--- config.mk ---
export PLATFORM = sky130hd
export DESIGN_NAME = trap_ctrl
export DESIGN_NICKNAME = d
export VERILOG_FILES = /design/src/rtl/trap_ctrl.sv
export SDC_FILE = /design/constraint.sdc
export NUM_CORES = 1
export LEC_CHECK = 0
export CORE_MARGIN = 2
export CORE_UTILIZATION = 34
export DETAILED_ROUTE_END_ITERATION = 8
export PLACE_DENSITY_LB_ADDON = 0.2
export SYNTH_ARGS = -nofsm -noshare
export SYNTH_HDL_FRONTEND = slang
export SYNTH_SLANG_ARGS = --single-unit
--- constraint.sdc ---
create_clock -name clk -period 1.6 [get_ports clk]
set_clock_uncertainty 0.1 [all_clocks]
set_input_delay 0.16 -clock clk [delete_from_list [all_inputs] [get_ports clk]]
set_output_delay 0.16 -clock clk [all_outputs]
set_load 0.005 [all_outputs]
--- src/rtl/trap_ctrl.sv ---
// Trap/return sequencer: arbitrates one exception or mret per event, strobes the csrs,
// redirects fetch to the trap vector or mepc and holds a fixed-length pipeline flush.
module trap_ctrl #(
    parameter int          FLUSH_CYCLES = 3,
    parameter logic [31:0] RESET_PC     = 32'h0001_0000
) (
    input  logic        clk,
    input  logic        rst_n,
    input  logic        misalign_req,
    input  logic [31:0] misalign_pc,
    input  logic [31:0] misalign_tgt,
    input  logic        illegal_req,
    input  logic        ecall_req,
    input  logic        mret_req,
    input  logic [31:0] id_pc,
    input  logic [31:0] id_ir,
    input  logic [31:0] trap_vector_addr,
    input  logic [31:0] mepc_in,
    output logic        e_raised,
    output logic [1:0]  e_cause,
    output logic [31:0] e_pc,
    output logic [31:0] e_tval,
    output logic        is_mret,
    output logic        redirect_valid,
    output logic [31:0] redirect_pc,
    output logic        flush
);

    localparam logic [1:0] I_ADDR_MISALIGNMENT = 2'd0;
    localparam logic [1:0] ILLEGAL_IR          = 2'd1;
    localparam logic [1:0] ECALL               = 2'd2;

    localparam logic [3:0] COUNT_LOAD = 4'(FLUSH_CYCLES - 1);

    typedef enum logic {
        IDLE  = 1'b0,
        FLUSH = 1'b1
    } state_t;

    state_t     state;
    logic [3:0] count;
    logic       any_req;

    assign any_req = misalign_req | illegal_req | ecall_req | mret_req;

    always_ff @(posedge clk or negedge rst_n) begin
        if (!rst_n) begin
            state          <= IDLE;
            count          <= 4'd0;
            e_raised       <= 1'b0;
            e_cause        <= 2'd0;
            e_pc           <= 32'd0;
            e_tval         <= 32'd0;
            is_mret        <= 1'b0;
            redirect_valid <= 1'b0;
            redirect_pc    <= RESET_PC;
            flush          <= 1'b0;
        end else begin
            e_raised       <= 1'b0;
            is_mret        <= 1'b0;
            redirect_valid <= 1'b0;
            case (state)
                IDLE: begin
                    if (any_req) begin
                        state          <= FLUSH;
                        flush          <= 1'b1;
                        redirect_valid <= 1'b1;
                        count          <= COUNT_LOAD;
                        // EX is older than ID, so a misaligned target beats any ID event.
                        if (misalign_req) begin
                            e_raised    <= 1'b1;
                            e_cause     <= I_ADDR_MISALIGNMENT;
                            e_pc        <= misalign_pc;
                            e_tval      <= misalign_tgt;
                            redirect_pc <= trap_vector_addr;
                        end else if (illegal_req) begin
                            e_raised    <= 1'b1;
                            e_cause     <= ILLEGAL_IR;
                            e_pc        <= id_pc;
                            e_tval      <= id_ir;
                            redirect_pc <= trap_vector_addr;
                        end else if (ecall_req) begin
                            e_raised    <= 1'b1;
                            e_cause     <= ECALL;
                            e_pc        <= id_pc;
                            e_tval      <= 32'd0;
                            redirect_pc <= trap_vector_addr;
                        end else begin
                            is_mret     <= 1'b1;
                            redirect_pc <= mepc_in;
                        end
                    end
                end
                FLUSH: begin
                    // Requests seen here belong to flushed instructions and will re-fetch.
                    if (count == 4'd0) begin
                        state <= IDLE;
                        flush <= 1'b0;
                    end else begin
                        count <= count - 4'd1;
                    end
                end
                default: begin
                    state <= IDLE;
                    flush <= 1'b0;
                end
            endcase
        end
    end

endmodule

-- Word level (Yosys, flattened, before mapping)
Index checks and enable logic that the tools add are counted.
- register bits: 107
- word-level logic and storage cells: 56
- add/sub/neg operators: 1
- eq/ne operators: 3
- muxes and demuxes: 32
- bitwise gates (word level): 4
- reductions and logical operators: 6
- operators with widths (operator ; count):
    $mux 32 ; 9
    $mux 1 ; 15
    $mux 4 ; 2
    $pmux 4 s2 ; 1
    $mux 2 ; 3
    $reduce_and 2->1 ; 3
    $logic_not 4->1 ; 1
    $ne 2x2->1 const B ; 2
    $pmux 1 s2 ; 2
    $sub 4x1->4 const B ; 1
    $or 1x1->1 ; 3
    $reduce_and 3->1 ; 1
    $reduce_bool 3->1 ; 1
    $ne 2x1->1 const B ; 1
    $not 1->1 ; 1

-- Depth between registers and ports, before layout
- depth in word-level cells: 5
- gate-level depth with buffers: 7

-- Worst setup path before layout
OpenSTA, ideal clock, no wires.
- kind: input to register
- start point: in misalign_req
- end point: reg redirect_pc[10]
- library setup time: 121 ps
- arrival: 1388 ps
- setup slack: -9 ps
- cell stages on the path: 6
- buffers on the path: 3
- path through: buf_6 > or4b_1 > buf_2 > buf_6 > o22a_1 > o22a_1
- word-level cells in the longest chain between the ends: 4
- elaborated cells between the ends (all ways): 5
- RTL lines (what ; line ; RTL):
    from (decl) ; 9 ; input logic misalign_req,
    $or 1x1->1 (3 in series) ; 44 ; assign any_req = misalign_req | illegal_req | ecall_req | mret_req;
    $reduce_and 2->1 (no line) ; n/a ;
    to (signal assigned) ; 75 ; redirect_pc <= trap_vector_addr;
    to (signal assigned) ; 81 ; redirect_pc <= trap_vector_addr;
    to (signal assigned) ; 87 ; redirect_pc <= trap_vector_addr;
    to (decl) ; 25 ; output logic [31:0] redirect_pc,
Parallel ways exist; a longest one is shown, timed or not.
A chain may end at the register's enable or synchronous reset.

-- Worst setup path after layout
- start point: reg e_pc[0]
- end point: out e_pc[0]
- RTL lines (what ; line ; RTL):
    from (decl) ; 21 ; output logic [31:0] e_pc,
    from (signal assigned) ; 73 ; e_pc <= misalign_pc;
    from (signal assigned) ; 79 ; e_pc <= id_pc;
    from (signal assigned) ; 85 ; e_pc <= id_pc;
No word-level cell between the ends.

==> results.txt <==
----------------------------------------------------
[Logic synthesis]
  Synthesized Nets ... 628
  Share of the yosys chip area belonging to registers ... between 50% and 60%
  EDFF count, synth ... 0
  Warning count from the yosys run ... 0
  Cell area after technology mapping ... 4870 um2
  Flip-flop and latch count after synthesis ... about 110
  Number of instances in the synthesized netlist ... 428
  Share of flip-flops with an asynchronous set or reset after synthesis ... 100%
  Post-synthesis cell type count ... 33
  Synth Flop Type ... dfrtp_1
  Average size of a mapped cell ... 11.4 um2

[Global route]
  Initial antenna violation count ... 0
  First-pass GRT wire length ... 24100 um
  Number of global-route vias before repair ... 4794
  Maximum number of pins on one net before global-route repair ... 46
  Total global routing track utilization ... 20.4%
  Gr ovfl total ... 0

[Timing]
  Number of pins with negative max-slew slack in the final report ... 0
  Post-layout minimum cycle time ... between 1.5 and 2 ns
  Slew Limit Headroom ... 65.4%
  Final setup fails ... 0
  Aggregate negative setup slack ... 0 ns
  Setup slack of the critical path after layout ... between 0.05 and 0.06 ns
  Max Clk Rate ... 648 MHz
  Share of the cycle needed by the critical path after routing ... 96.5%
  Hold violation total from the final report ... 0
  Tightest Pin Transition ... 0.517 ns
  Setup repair after global routing missed its margin ... no

[Place]
  Area after DPL ... 8220 um2
  Global placer's final weighted congestion ... 0.772
  Number of port buffers ... 299
  Dpl ws ... -0.399 ns
  Detailed placement HPWL ... 11900 um

[Critical path]
  List of cells traversed by the critical path ... clkdlybuf4s50_1
  Startpoint type of the worst setup path ... flip-flop
  Arr. time, crit path ... 1.28 ns
  Req. time, crit path ... 1.34 ns
  Path depth of the worst reg2reg path ... 5
  Crit Path Class ... reg -> out
  WP buf/inv ... 1
  Maximum net fanout on the critical path ... 2
  Instance count on the critical path ... 1
  Worst Setup End Kind ... output pin
  Top Family by Delay on Critical Path ... buffers and inverters
  Delay of the slowest cell on the worst path ... 0.57 ns
  Worst-path cell with the longest stage delay ... clkdlybuf4s50_1

[Routing]
  Detailed-route DRC error count ... 0
  Wirelength, routed ... 16400 um
  Vias after detailed routing ... 4743
  Post-detailed-route count of antenna-violating nets ... 0
  Detailed Routing Iterations Pass 1 ... 4
  Number of violations reported at the end of detailed-routing iteration 0 ... 205
  Vias per Instance ... 5.19
  Wire length per cell after detailed routing ... 17.9 um

[Cells and area]
  Fraction of layout instances using a drive strength above 1 ... 7.65%
  Most frequent cells in the layout ... clkdlybuf4s50_1, dfrtp_1, o21ai_0
  Net count of the finished layout ... about 930
  Final core occ ... 61.9%
  Number of fill cells in the layout ... approximately 1100
  Combined flip-flop and latch cell area ... 2680 um2
  Post-route cell area ... 8620 um2
  Footprint of the multi-input gates ... 2000 um2
  Most common library cell in the layout ignoring fill and taps ... clkdlybuf4s50_1
  Layout-stage area growth over the synthesis result ... 77.0%

[Die]
  Core area ... around 14000 um2
  Vert. Die Dim ... 124 um
  FP Rows ... 43
  I/O pin count ... 300
  Starting utilization of the core area ... 35.0%
  Die footprint ... around 15000 um2
  Die extent in x ... 124 um

[Clock tree]
  TritonCTS clock tree ... done
  Source-to-sink clock delay at the later pin of the worst-skew pair ... 0.35 ns
  Register clock-pin slew on the reported worst setup and hold paths ... approximately 0.070 ns
  # Post-CTS Setup Buffers ... 0
  Longest Clk Path Bufs ... 2
  Clock buffer count from CTS ... 9
  H-tree levels ... 3
  Clock Sink Count ... around 110
  Buffer cell driving the clock tree root ... clkbuf_16

[Worst hold path]
  Type of the worst min-delay path ... in -> reg
  Number of cells traversed by the worst hold path ... 4

[Run status]
  Result of the run ... complete, no violations

[Power and ir drop]
  Total power divided by cell area ... 1520 nW/um2
  Leakage power of the design ... 3.56 nW
  Worst vdd ir ... 0.744 mV

[Flow run]
  Max-capacitance violation count ... 0

----------------------------------------------------
-- cells in the mapped netlist, types with 2 or more instances --
master / n / share of area, %
o22a_1: 65 / 12
clkbuf_1: 31 / 2.4
dfrtp_1: 106 / 54
nor2_1: 3 / 0.23
nand2_1: 3 / 0.23
o21ai_0: 97 / 10
nor3_1: 2 / 0.21
buf_2: 8 / 0.82
inv_1: 3 / 0.23
buf_6: 4 / 0.92
a21o_1: 2 / 0.31
mux2i_1: 33 / 6.8
o22ai_1: 2 / 0.26
a22oi_1: 16 / 2.5
a221o_1: 16 / 3.3
ha_1: 2 / 0.51
and2_1: 16 / 2.1
nor2b_1: 4 / 0.51
-- kinds of logic after synthesis --
| group | count (synthesis) | share of synthesized area (%) |
|---|---|---|
| buffers and inverters | 46 | 4.37 |
| AO/OA/AOI/OAI | 202 | 28.6 |
| flip-flops | 107 | 55.0 |
| AND/OR/NAND/NOR | 38 | 4.78 |
| multiplexers | 33 | 6.78 |
| adder cells (fa/ha/maj) | 2 | 0.514 |
-- flip-flops by register name (all words and copies together) (netlist names) --
signal / flops
count: 4
e_cause: 2
e_pc: 32
e_raised: 1
e_tval: 32
flush: 1
is_mret: 1
redirect_pc: 32
redirect_valid: 1
state: 1
-- cell type report --
cell class,count,share of cell area [%]
Clock inverter,4,0.595
Clock buffer,12,2.86
Antenna cell,1,0.0290
Inverter,3,0.131
Timing Repair Buffer,331,39.5
Sequential cell,107,31.1
Multi-Input combinational cell,275,23.2
Tap cell,180,2.61
-- where the power goes --
| part | total (mW) | internal (mW) | switching, mW |
|---|---|---|---|
| clock | 2.24 | 1.26 | 0.985 |
| sequential | 4.74 | 4.01 | 0.727 |
| combinational | 6.11 | 3.85 | 2.26 |
-- final timing paths --
path / startpoint / to / slack, ns
worst max-delay path: e_pc[0] / e_pc[0] / 0.06
worst min-delay path: mret_req / flush / 0.15
worst max register to register: count[0] / count[3] / 0.08
worst min register to register: e_cause[0] / e_cause[0] / 0.38
max in group asynchronous: rst_n / e_tval[20] / 0.68
min in group asynchronous: rst_n / e_tval[15] / 0.16
-- metal layers --
| layer | wire, um | share of wire, % | track usage, % | vias to the layer above |
|---|---|---|---|---|
| li1 | - | - | - | 2216 |
| met1 | 6050 | 37 | 22.8 | 2283 |
| met2 | 8450 | 52 | 35.7 | 210 |
| met3 | 1470 | 9.0 | 7.51 | 34 |
| met4 | 387 | 2.4 | 7.39 | 0 |
| met5 | 0 | 0 | 0 | - |
-- repair_timing --
action,4_1_cts,5_1_grt
gates resized for setup,3,5
gates cloned,0,3
pin swaps,0,2
hold buffers,1,0
setup endpoints to repair,30,37
hold endpoints to repair,107,0
-- tightest hold or removal path, stage by stage --
cell	delay (ns)
dlymetal6s2s_1	0.11
buf_4	0.13
nor3_1	0.04
a21oi_1	0.11
-- per-stage QoR --
| step | power [mW] | hold slack (ns) | instances |
|---|---|---|---|
| 2_1_floorplan | 6.94 | -0.236 | 428 |
| 3_3_place_gp | 10.7 | -0.00278 | 892 |
| 3_5_place_dp | 10.9 | -0.00296 | 892 |
| 4_1_cts | 13.2 | 0.151 | 909 |
| 5_1_grt | 14.0 | 0.180 | 912 |
| 6_report | 13.1 | 0.150 | 913 |
(Power assumes the default switching activity.)
